==> src/rtl/pc_sequencer.sv <==
// pc_sequencer: run/halt sequencer driving PC branch/jcnd/target from a software-loaded target table.
// Define PC_SEQ_RAS_EN to build the CALL/RET return-address stack; otherwise CALL acts as JMP and RET as NOP.
module pc_sequencer #(
    parameter int D         = 12,
    parameter int LUT_DEPTH = 16,
    parameter int RAS_DEPTH = 4
) (
    input  logic                         clk,
    input  logic                         reset,
    input  logic                         start,
    input  logic [2:0]                   op,
    input  logic [$clog2(LUT_DEPTH)-1:0] lut_idx,
    input  logic                         flag,
    input  logic [D-1:0]                 prog_ctr_i,
    input  logic                         cfg_we,
    input  logic [$clog2(LUT_DEPTH)-1:0] cfg_addr,
    input  logic [D-1:0]                 cfg_data,
    output logic                         pc_reset,
    output logic [1:0]                   branch,
    output logic                         jcnd,
    output logic [D-1:0]                 target,
    output logic                         running,
    output logic                         done,
    output logic [15:0]                  cycles,
    output logic                         ras_err
);
    typedef enum logic [1:0] {IDLE, RUN, HALT} state_t;
    state_t state;
    logic [D-1:0] lut [LUT_DEPTH];
    logic [D-1:0] lut_t;
    logic [D-1:0] ras_top;
    logic ret_ok;
    logic in_run;
    assign lut_t  = lut[lut_idx];
    assign in_run = state == RUN;
`ifdef PC_SEQ_RAS_EN
    localparam int SW = $clog2(RAS_DEPTH) + 1;
    logic [D-1:0] ras [RAS_DEPTH];
    logic [SW-1:0] sp, sp_m1;
    logic ras_full;
    assign sp_m1    = sp - SW'(1);
    assign ras_full = sp == SW'(RAS_DEPTH);
    assign ret_ok   = sp != '0;
    assign ras_top  = ret_ok ? ras[sp_m1[SW-2:0]] : '0;
    // Stack empties at reset and whenever a halted program is rearmed.
    always_ff @(posedge clk) begin
        if (reset || (state == HALT && start)) begin
            sp      <= '0;
            ras_err <= 1'b0;
        end else if (in_run && op == 3'd4) begin
            if (ras_full) ras_err <= 1'b1;
            else begin
                ras[sp[SW-2:0]] <= prog_ctr_i + D'(1);
                sp              <= sp + SW'(1);
            end
        end else if (in_run && op == 3'd5) begin
            if (!ret_ok) ras_err <= 1'b1;
            else sp <= sp_m1;
        end
    end
`else
    assign ret_ok  = 1'b0;
    assign ras_top = '0;
    assign ras_err = 1'b0;
`endif
    always_ff @(posedge clk) begin
        if (reset) begin
            for (int i = 0; i < LUT_DEPTH; i++) lut[i] <= '0;
        end else if (state == IDLE && cfg_we) begin
            lut[cfg_addr] <= cfg_data;
        end
    end
    always_ff @(posedge clk) begin
        if (reset) begin
            state    <= IDLE;
            pc_reset <= 1'b1;
            running  <= 1'b0;
            done     <= 1'b0;
            cycles   <= '0;
        end else begin
            case (state)
                IDLE: if (start) begin
                    state    <= RUN;
                    pc_reset <= 1'b0;
                    running  <= 1'b1;
                    cycles   <= '0;
                end
                RUN: begin
                    cycles <= (cycles == 16'hFFFF) ? cycles : cycles + 16'd1;
                    if (op == 3'd6) begin
                        state   <= HALT;
                        running <= 1'b0;
                        done    <= 1'b1;
                    end
                end
                HALT: if (start) begin
                    state    <= IDLE;
                    pc_reset <= 1'b1;
                    done     <= 1'b0;
                end
                default: state <= IDLE;
            endcase
        end
    end
    always_comb begin
        branch = 2'b00;
        jcnd   = 1'b0;
        target = '0;
        if (state == HALT) begin
            branch = 2'b11;
            target = prog_ctr_i;
        end else if (in_run) begin
            case (op)
                3'd1, 3'd4: begin branch = 2'b11; target = lut_t; end
                3'd2: begin branch = 2'b01; jcnd = flag; target = lut_t; end
                3'd3: begin branch = 2'b10; jcnd = flag; target = lut_t; end
                3'd5: begin branch = ret_ok ? 2'b11 : 2'b00; target = ras_top; end
                3'd6: begin branch = 2'b11; target = prog_ctr_i; end
                default: ;
            endcase
        end
    end
endmodule

==> config.mk <==
export PLATFORM = sky130hd
export DESIGN_NAME = pc_sequencer
export DESIGN_NICKNAME = d
export VERILOG_FILES = /design/src/rtl/pc_sequencer.sv
export SDC_FILE = /design/constraint.sdc
export NUM_CORES = 1
export LEC_CHECK = 0
export CAP_MARGIN = 20
export CORE_ASPECT_RATIO = 0.6
export CORE_UTILIZATION = 40
export DETAILED_ROUTE_END_ITERATION = 6
export SLEW_MARGIN = 40
export SYNTH_ARGS = -nofsm -noshare
export SYNTH_HDL_FRONTEND = slang
export SYNTH_SLANG_ARGS = --single-unit
==> constraint.sdc <==
create_clock -name clk -period 2.34 [get_ports clk]
set_input_delay 0.468 -clock clk [delete_from_list [all_inputs] [get_ports clk]]
set_output_delay 0.468 -clock clk [all_outputs]
set_load 0.05 [all_outputs]
# == Word level (Yosys, flattened, before mapping) ==
# Memory sizes are Yosys's and may differ from the RTL's.
# Index checks and enable logic that the tools add are counted.
# word_totals
register_bits,21
ram_bits,192
output_inout_bits,35
n_memories,1
inputBits,40
wordCells,64
# classes
add_sub_neg,1
n_reduce_logical,14
n_eq_ne,12
n_mux,31
# mem_list
memory,depth,word_bits,rd,rd_ports_with_merged_regs,write_ports,line,rtl
lut,16,12,1,0,16,29,logic [D-1:0] lut [LUT_DEPTH];
# ops
cell,n
$mux W12,3
$mux W16,2
$pmux W16 S2,1
$pmux W12 S2,1
$add A16 B1 Y16 const B,1
$eq A16 B16 Y1 const B,1
$reduce_and A3 Y1,5
$mux W1,13
$pmux W2 S3,2
$reduce_or A12 Y1,1
$mux W2,5
$eq A3 B2 Y1 const B,2
$eq A3 B3 Y1 const B,2
$ne A2 B2 Y1 const B,3
$pmux W1 S2,3
$reduce_bool A2 Y1,3
$mux W4,1
$reduce_or A4 Y1,1
$eq A3 B1 Y1 const B,1
$reduce_or A3 Y1,1
$eq A2 B1 Y1 const B,1
$eq A2 B2 Y1 const B,1
$logic_not A2 Y1,1
$ne A2 B1 Y1 const B,1
other kinds (2),2

# == Logic depth before layout (Yosys ltp) ==
# Gate-level depths: netlist (run 1).
# depth
ltp_word,7
depth_mapped,6
depth_no_buf,5

# == Worst setup path before layout (run 1) ==
# No wires, ideal clock.
# synth_timing
path_kind,input port to output port
start,in lut_idx[3]
end,out target[0]
n_path_buf,2
stages,5
path_slack_ns,-0.437
arrival_ns,2.309
required_time_ns,1.872
path_cell_list,clkbuf_1 > clkbuf_1 > mux4_2 > mux2i_1 > o221ai_1
# synth_via
elab_chain_cells,4
# synth_lines
item,line,rtl
from (decl),12,"input logic [$clog2(LUT_DEPTH)-1:0] lut_idx,"
$mem_v2 Z16 W12,-,
$pmux W12 S2,113,case (op)
$mux W12,112,end else if (in_run) begin
$mux W12,109,if (state == HALT) begin
to (decl),21,"output logic [D-1:0] target,"
# No other way between the ends.

# == Worst setup path in the final report (run 1) ==
# layout_timing
start,mem lut[10][7]
end,out target[7]
# layout_via
elab_chain_cells,4
# layout_lines
item,line
from (decl),29
$mem_v2 Z16 W12,-
$pmux W12 S2,113
$mux W12,112
$mux W12,109
# No other way between the ends.

==> results of run 1 <==
[report_power, final]
part	leakage, µW	total (µW)	internal [µW]	switching (µW)
logic	0.00234	1130	526	602
registers	0.00212	4340	4290	49.1
clock network	0.000290	3060	1640	1420
[state kept, by name (all words and copies together), names as in the netlist]
register	cells
cycles	16
running	1
pc_reset	1
state	2
done	1
lut	192
[cell type report]
cell class / instances / area, µm²
clock buffer: 24 / 537
fill: 2048 / 11300
antenna: 5 / 12.5
multi-input combinational: 440 / 3920
clock inverter: 12 / 57.6
sequential: 213 / 6190
inverter: 4 / 18.8
tap: 322 / 403
timing repair buffer: 163 / 1960
[layer usage]
layer,wire length (µm),vias up,global-route usage
met1,13900,3352,0.368
met5,0,-,0
met3,2390,40,0.0479
met4,685,0,0.0648
met2,12200,262,0.311
li1,-,2919,-
[final timing paths]
path | endpoint | start | cells past startpoint
setup / recovery | target[7] | lut[10][7] | 5
hold / removal | running | running | 2
setup reg to reg | lut[8][4] | state[0] | 6
hold reg to reg | running | running | 2
[metrics by stage]
| step | TNS [ns] | setup slack (ns) |
|---|---|---|
| 6_report | -1.62 | -0.228 |
| 3_3_place_gp | -14.90 | -0.269 |
| 2_1_floorplan | 0 | 0.00423 |
| 3_5_place_dp | -16.53 | -0.264 |
| 4_1_cts | -1.79 | -0.231 |
| 5_1_grt | -2.26 | -0.274 |
[cells by family after synthesis]
logic type | after synthesis | synth area share
xor gates and xnor gates | 1 | 0.000871
DFF | 213 | 0.615
muxes | 73 | 0.132
adders and majority gates | 1 | 0.00124
buffers and inverters | 58 | 0.0245
other | 1 | 0.000373
and+or+nand+nor | 305 | 0.184
AOI/OAI and AO/OA | 59 | 0.0422
[layout by cell type (no fill, tap or decap), drive strengths merged, types with 2 or more instances in the layout]
cell           netlist  layout
and2               192     192
edfxtp             192     192
buf                 17     106
clkdlybuf4s50        0      50
mux4                48      48
clkbuf              37      25
mux2i               25      25
nand2               24      24
dfxtp               21      21
nor2                19      19
or2                 17      17
a21oi               16      16
o221ai              12      12
o21ai               11      11
clkinv               0      10
nor3                 9       9
nand3                8       8
or4                  7       7
o31ai                6       6
diode                0       5
nand2b               5       5
nand4                5       5
nand3b               4       4
a2111o               4       4
inv                  4       4
or3                  4       4
o41ai                3       3
dlygate4sd2          0       3
dlymetal6s2s         0       3
o21bai               3       3
clkinvlp             0       2
nand4b               2       2
and4                 2       2
nor4                 2       2
o311ai               2       2
[critical path, stage by stage (launching register included)]
cell and delay (ns):
edfxtp_1 0.37, mux4_2 0.55, mux2i_2 0.23, buf_4 0.16, o221ai_4 0.12, buf_12 0.18
[timing repair]
| item | in CTS | in global routing |
|---|---|---|
| pin swaps | 10 | 4 |
| hold buffers | 0 | 0 |
| setup buffers | 8 | 3 |
| endpoints found under the setup margin | 15 | 15 |
| resized for setup | 35 | 6 |
| cloned | 4 | 1 |
==> summary.txt, run 1 <==
Outcome: complete, but fails checks
Failing checks: setup timing
Share of layout cells above drive strength 1: 0.271
Clock Skews: 0.0161 ns
Data arrival, critical path: 2.10 ns
Global route overflow: 0
Die W: 207 µm
Max-cap violation count: 0
Leakage: 0.00475 µW
Slew @ Worst Pin: 0.789 ns
Main flop type after synthesis: edfxtp_1
Yosys cell types: 46
Post-route DRC: 0
RSZ-0062 raised after global routing: yes
Pwr Density: 651 nW/µm²
HPWL after DPL: 20200 µm
Area Overhead vs Synth: 30.2%
Worst Path Max Fanout: 1
Number of synthesized flops with an enable pin: 192
Rel. slew slack: 0.470
Nets: 884
Largest net degree at the start of global routing: 31
WS Path Type: reg2out
Synth area leaders: edfxtp_1, and2_1, mux4_2
Final Util: 0.536
WP data required: 1.87 ns
Clock tree buffer depth: 3
Starting Density: 0.412
TritonRoute pass-1 iters: 6
RD Place Congestion: 0.934
Sequential-to-total area share from yosys stat: 0.615
Final count of pins violating max slew: 0
Syn nets: 752
Type of origin of the critical path: register
Mapped cell area: 10100 µm²
DR vias/cell: 5.56
Fmax: 389 MHz
Worst-skew pair later-pin latency: 0.50 ns
WL per Instance: 24.7 µm
CTS tree: built
Syn Inst Count: 711
Drt total wl: 29200 µm
Dpl cells: 1126
Syn avg cell area: 14.2 µm²
Die Span Y: 125 µm
Clk pin slew, worst setup/hold paths: 0.06 ns
Yosys warning count: 0
Leading area contributor after synthesis: edfxtp_1
TritonCTS Buffers: 21
Fin. Hold Viols: 0
Number of global-route vias before repair: 6560
Crit path time final: 2.57 ns
H-tree depth: 1
# setup viols final: 12
Row Count: 44
VDD IR-drop max: 0.413 mV
Min Hold Slack: 0.497 ns
Synth Register Bits: 213
Post-DP Area: 12200 µm²
Final instance area: 13100 µm²
Reg2reg setup slack: 0.16 ns
Clock Sinks: 213
CORE AREA: 24400 µm²
Gr usage total: 0.231
Top post-synthesis cells by count: and2_1, edfxtp_1, mux4_2
Setup slack after layout: -0.228 ns
Via count of the routed design: 6573
First-pass GRT wire length: 42600 µm
Top-area cell type share of the netlist area: 0.573
Drt initial violations: 588
I/O pins: 75
Asr flop ratio synth: 0
Final Cycle Share: 1.10
Root Driver: clkbuf_16
Cell Count, Final, Fillers Out: 1183
Overall power: 8520 µW
Antenna-violating nets left: 0
HP Class: reg2reg
Crit end category: output port
Number of antenna violations at the first check in global routing: 4
Port bufs: 73
Die area: 25800 µm²
Note: power is estimated with default switching activity, not from simulation.
==> inputs of run 2 (changes only) <==
--- a/config.mk
+++ b/config.mk
@@ -7,8 +7,9 @@
 export LEC_CHECK = 0
 export CAP_MARGIN = 20
 export CORE_ASPECT_RATIO = 0.6
-export CORE_UTILIZATION = 40
+export CORE_UTILIZATION = 53
 export DETAILED_ROUTE_END_ITERATION = 6
+export PLACE_DENSITY = 0.76
 export SLEW_MARGIN = 40
 export SYNTH_ARGS = -nofsm -noshare
 export SYNTH_HDL_FRONTEND = slang
==> run 2 against run 1 <==
Effect of this change: the flow finishes with violations (DRC, setup timing); combinational power hardly changed; critical path type unchanged; global-route usage is 6.4 points higher; routed wire length is 5.4% lower; core utilization is 17 points higher; clock power is 2% lower; non-clock buffer count is 8 higher; cell count is 6.7% lower; first-iteration DRC count is 29% higher.
==> summary.txt, run 2 (same netlist as run 1, synthesis figures left out) <==
Die Span Y: 109 µm
Leakage: 0.00481 µW
Top reg by flops: lut
WP data required: 1.87 ns
DR WL met3: 2310 µm
Die W: 180 µm
TritonRoute pass-1 iters: 7
Crit end category: output port
Worst Path Max Fanout: 1
Gr usage total: 0.295
Share of layout cells above drive strength 1: 0.278
Top flop regs: lut (192), cycles (16), state (2)
# setup viols final: 12
Largest net degree at the start of global routing: 29
H-tree depth: 1
Final Cycle Share: 1.08
Root Driver: clkbuf_16
DR vias/cell: 6.06
WS Path Type: reg2out
VDD IR-drop max: 0.585 mV
Antenna-violating nets left: 0
Port bufs: 73
Clock Sinks: 213
HP Class: reg2reg
Slew @ Worst Pin: 0.807 ns
WL met2: 12300 µm
Type of origin of the critical path: register
Most frequent cells in the layout: and2_1, edfxtp_1, buf_4
Clock Skews: 0.00988 ns
Final instance area: 13000 µm²
Pwr Density: 650 nW/µm²
CORE AREA: 18300 µm²
Starting Density: 0.550
Max-cap violation count: 0
Crit path time final: 2.52 ns
Setup slack after layout: -0.181 ns
Failing checks: DRC, setup timing
Post-Route M1 WL: 12500 µm
Final Util: 0.710
Number of global-route vias before repair: 6664
Clock tree buffer depth: 3
HPWL after DPL: 19000 µm
Area Overhead vs Synth: 29.1%
Rel. slew slack: 0.457
Antenna Cells: 0
Fmax: 397 MHz
Nets: 891
Row Count: 38
Worst-skew pair later-pin latency: 0.49 ns
CTS Hold Buffers Added: 0
Clk pin slew, worst setup/hold paths: 0.07 ns
Drt total wl: 27600 µm
Global route overflow: 0
CTS tree: built
Fin. Hold Viols: 0
Post-DP Area: 12100 µm²
First-pass GRT wire length: 41800 µm
Final count of pins violating max slew: 0
Data arrival, critical path: 2.05 ns
RSZ-0062 raised after global routing: yes
Number of antenna violations at the first check in global routing: 0
I/O pins: 75
Highest routed metal layer: met4
Die area: 19600 µm²
RD Place Congestion: 0.948
Drt initial violations: 760
TritonCTS Buffers: 20
Overall power: 8440 µW
Via count of the routed design: 6686
Max reg flops: 192
Post-route DRC: 1
WL per Instance: 25.0 µm
Outcome: complete, but fails checks
[run 2: critical path, stage by stage (launching register included)]
cell and delay, ns:
edfxtp_1 0.37, mux4_2 0.54, mux2i_2 0.23, buf_4 0.16
o221ai_4 0.10, buf_12 0.16
[run 2: what timing repair did]
action	4_1_cts	5_1_grt
buffers inserted	14	2
resized for setup	37	13
cloned	3	0
setup endpoints to repair	16	22
pin swaps	8	7
[run 2: metrics by stage]
stage | worst slack, ns | TNS, ns | std cells | hold slack (ns)
after floorplan | 0.00423 | 0 | 711 | 0.627
after global routing | -0.217 | -2.19 | 1104 | 0.543
after CTS | -0.185 | -1.80 | 1104 | 0.517
final | -0.181 | -1.47 | 1104 | 0.518
after detailed placement | -0.227 | -13.21 | 1051 | 0.504
after global placement | -0.192 | -10.63 | 1051 | 0.471
[run 2: report_power, final]
group,internal [µW],total [µW],switching [µW],leakage (µW)
clock network,1640,2990,1350,0.000284
logic,522,1110,589,0.00240
registers,4290,4340,50.1,0.00212
total,6450,8440,1990,0.00481
[run 2: final timing paths]
path	from	end	slack, ns	cells past startpoint
max	lut[8][8]	target[8]	-0.18	5
max reg2reg	state[0]	state[1]	0.07	15
min	cycles[14]	cycles[14]	0.52	2
min reg2reg	cycles[14]	cycles[14]	0.52	2
[run 2: per-layer routing]
layer	up-vias	track usage
met2	305	0.451
met3	28	0.0601
li1	2928	-
met4	0	0.0579
met5	-	0
met1	3425	0.441
[run 2: area by class of cell]
cell class                      count  area [µm²]
Clock buffer                       28         552
Inverter                            4        15.0
Fill cell                        1187        5320
Multi-Input combinational cell    440        3930
Timing Repair Buffer              171        1970
Sequential cell                   213        6190
Clock inverter                      8        32.5
Tap cell                          240         300
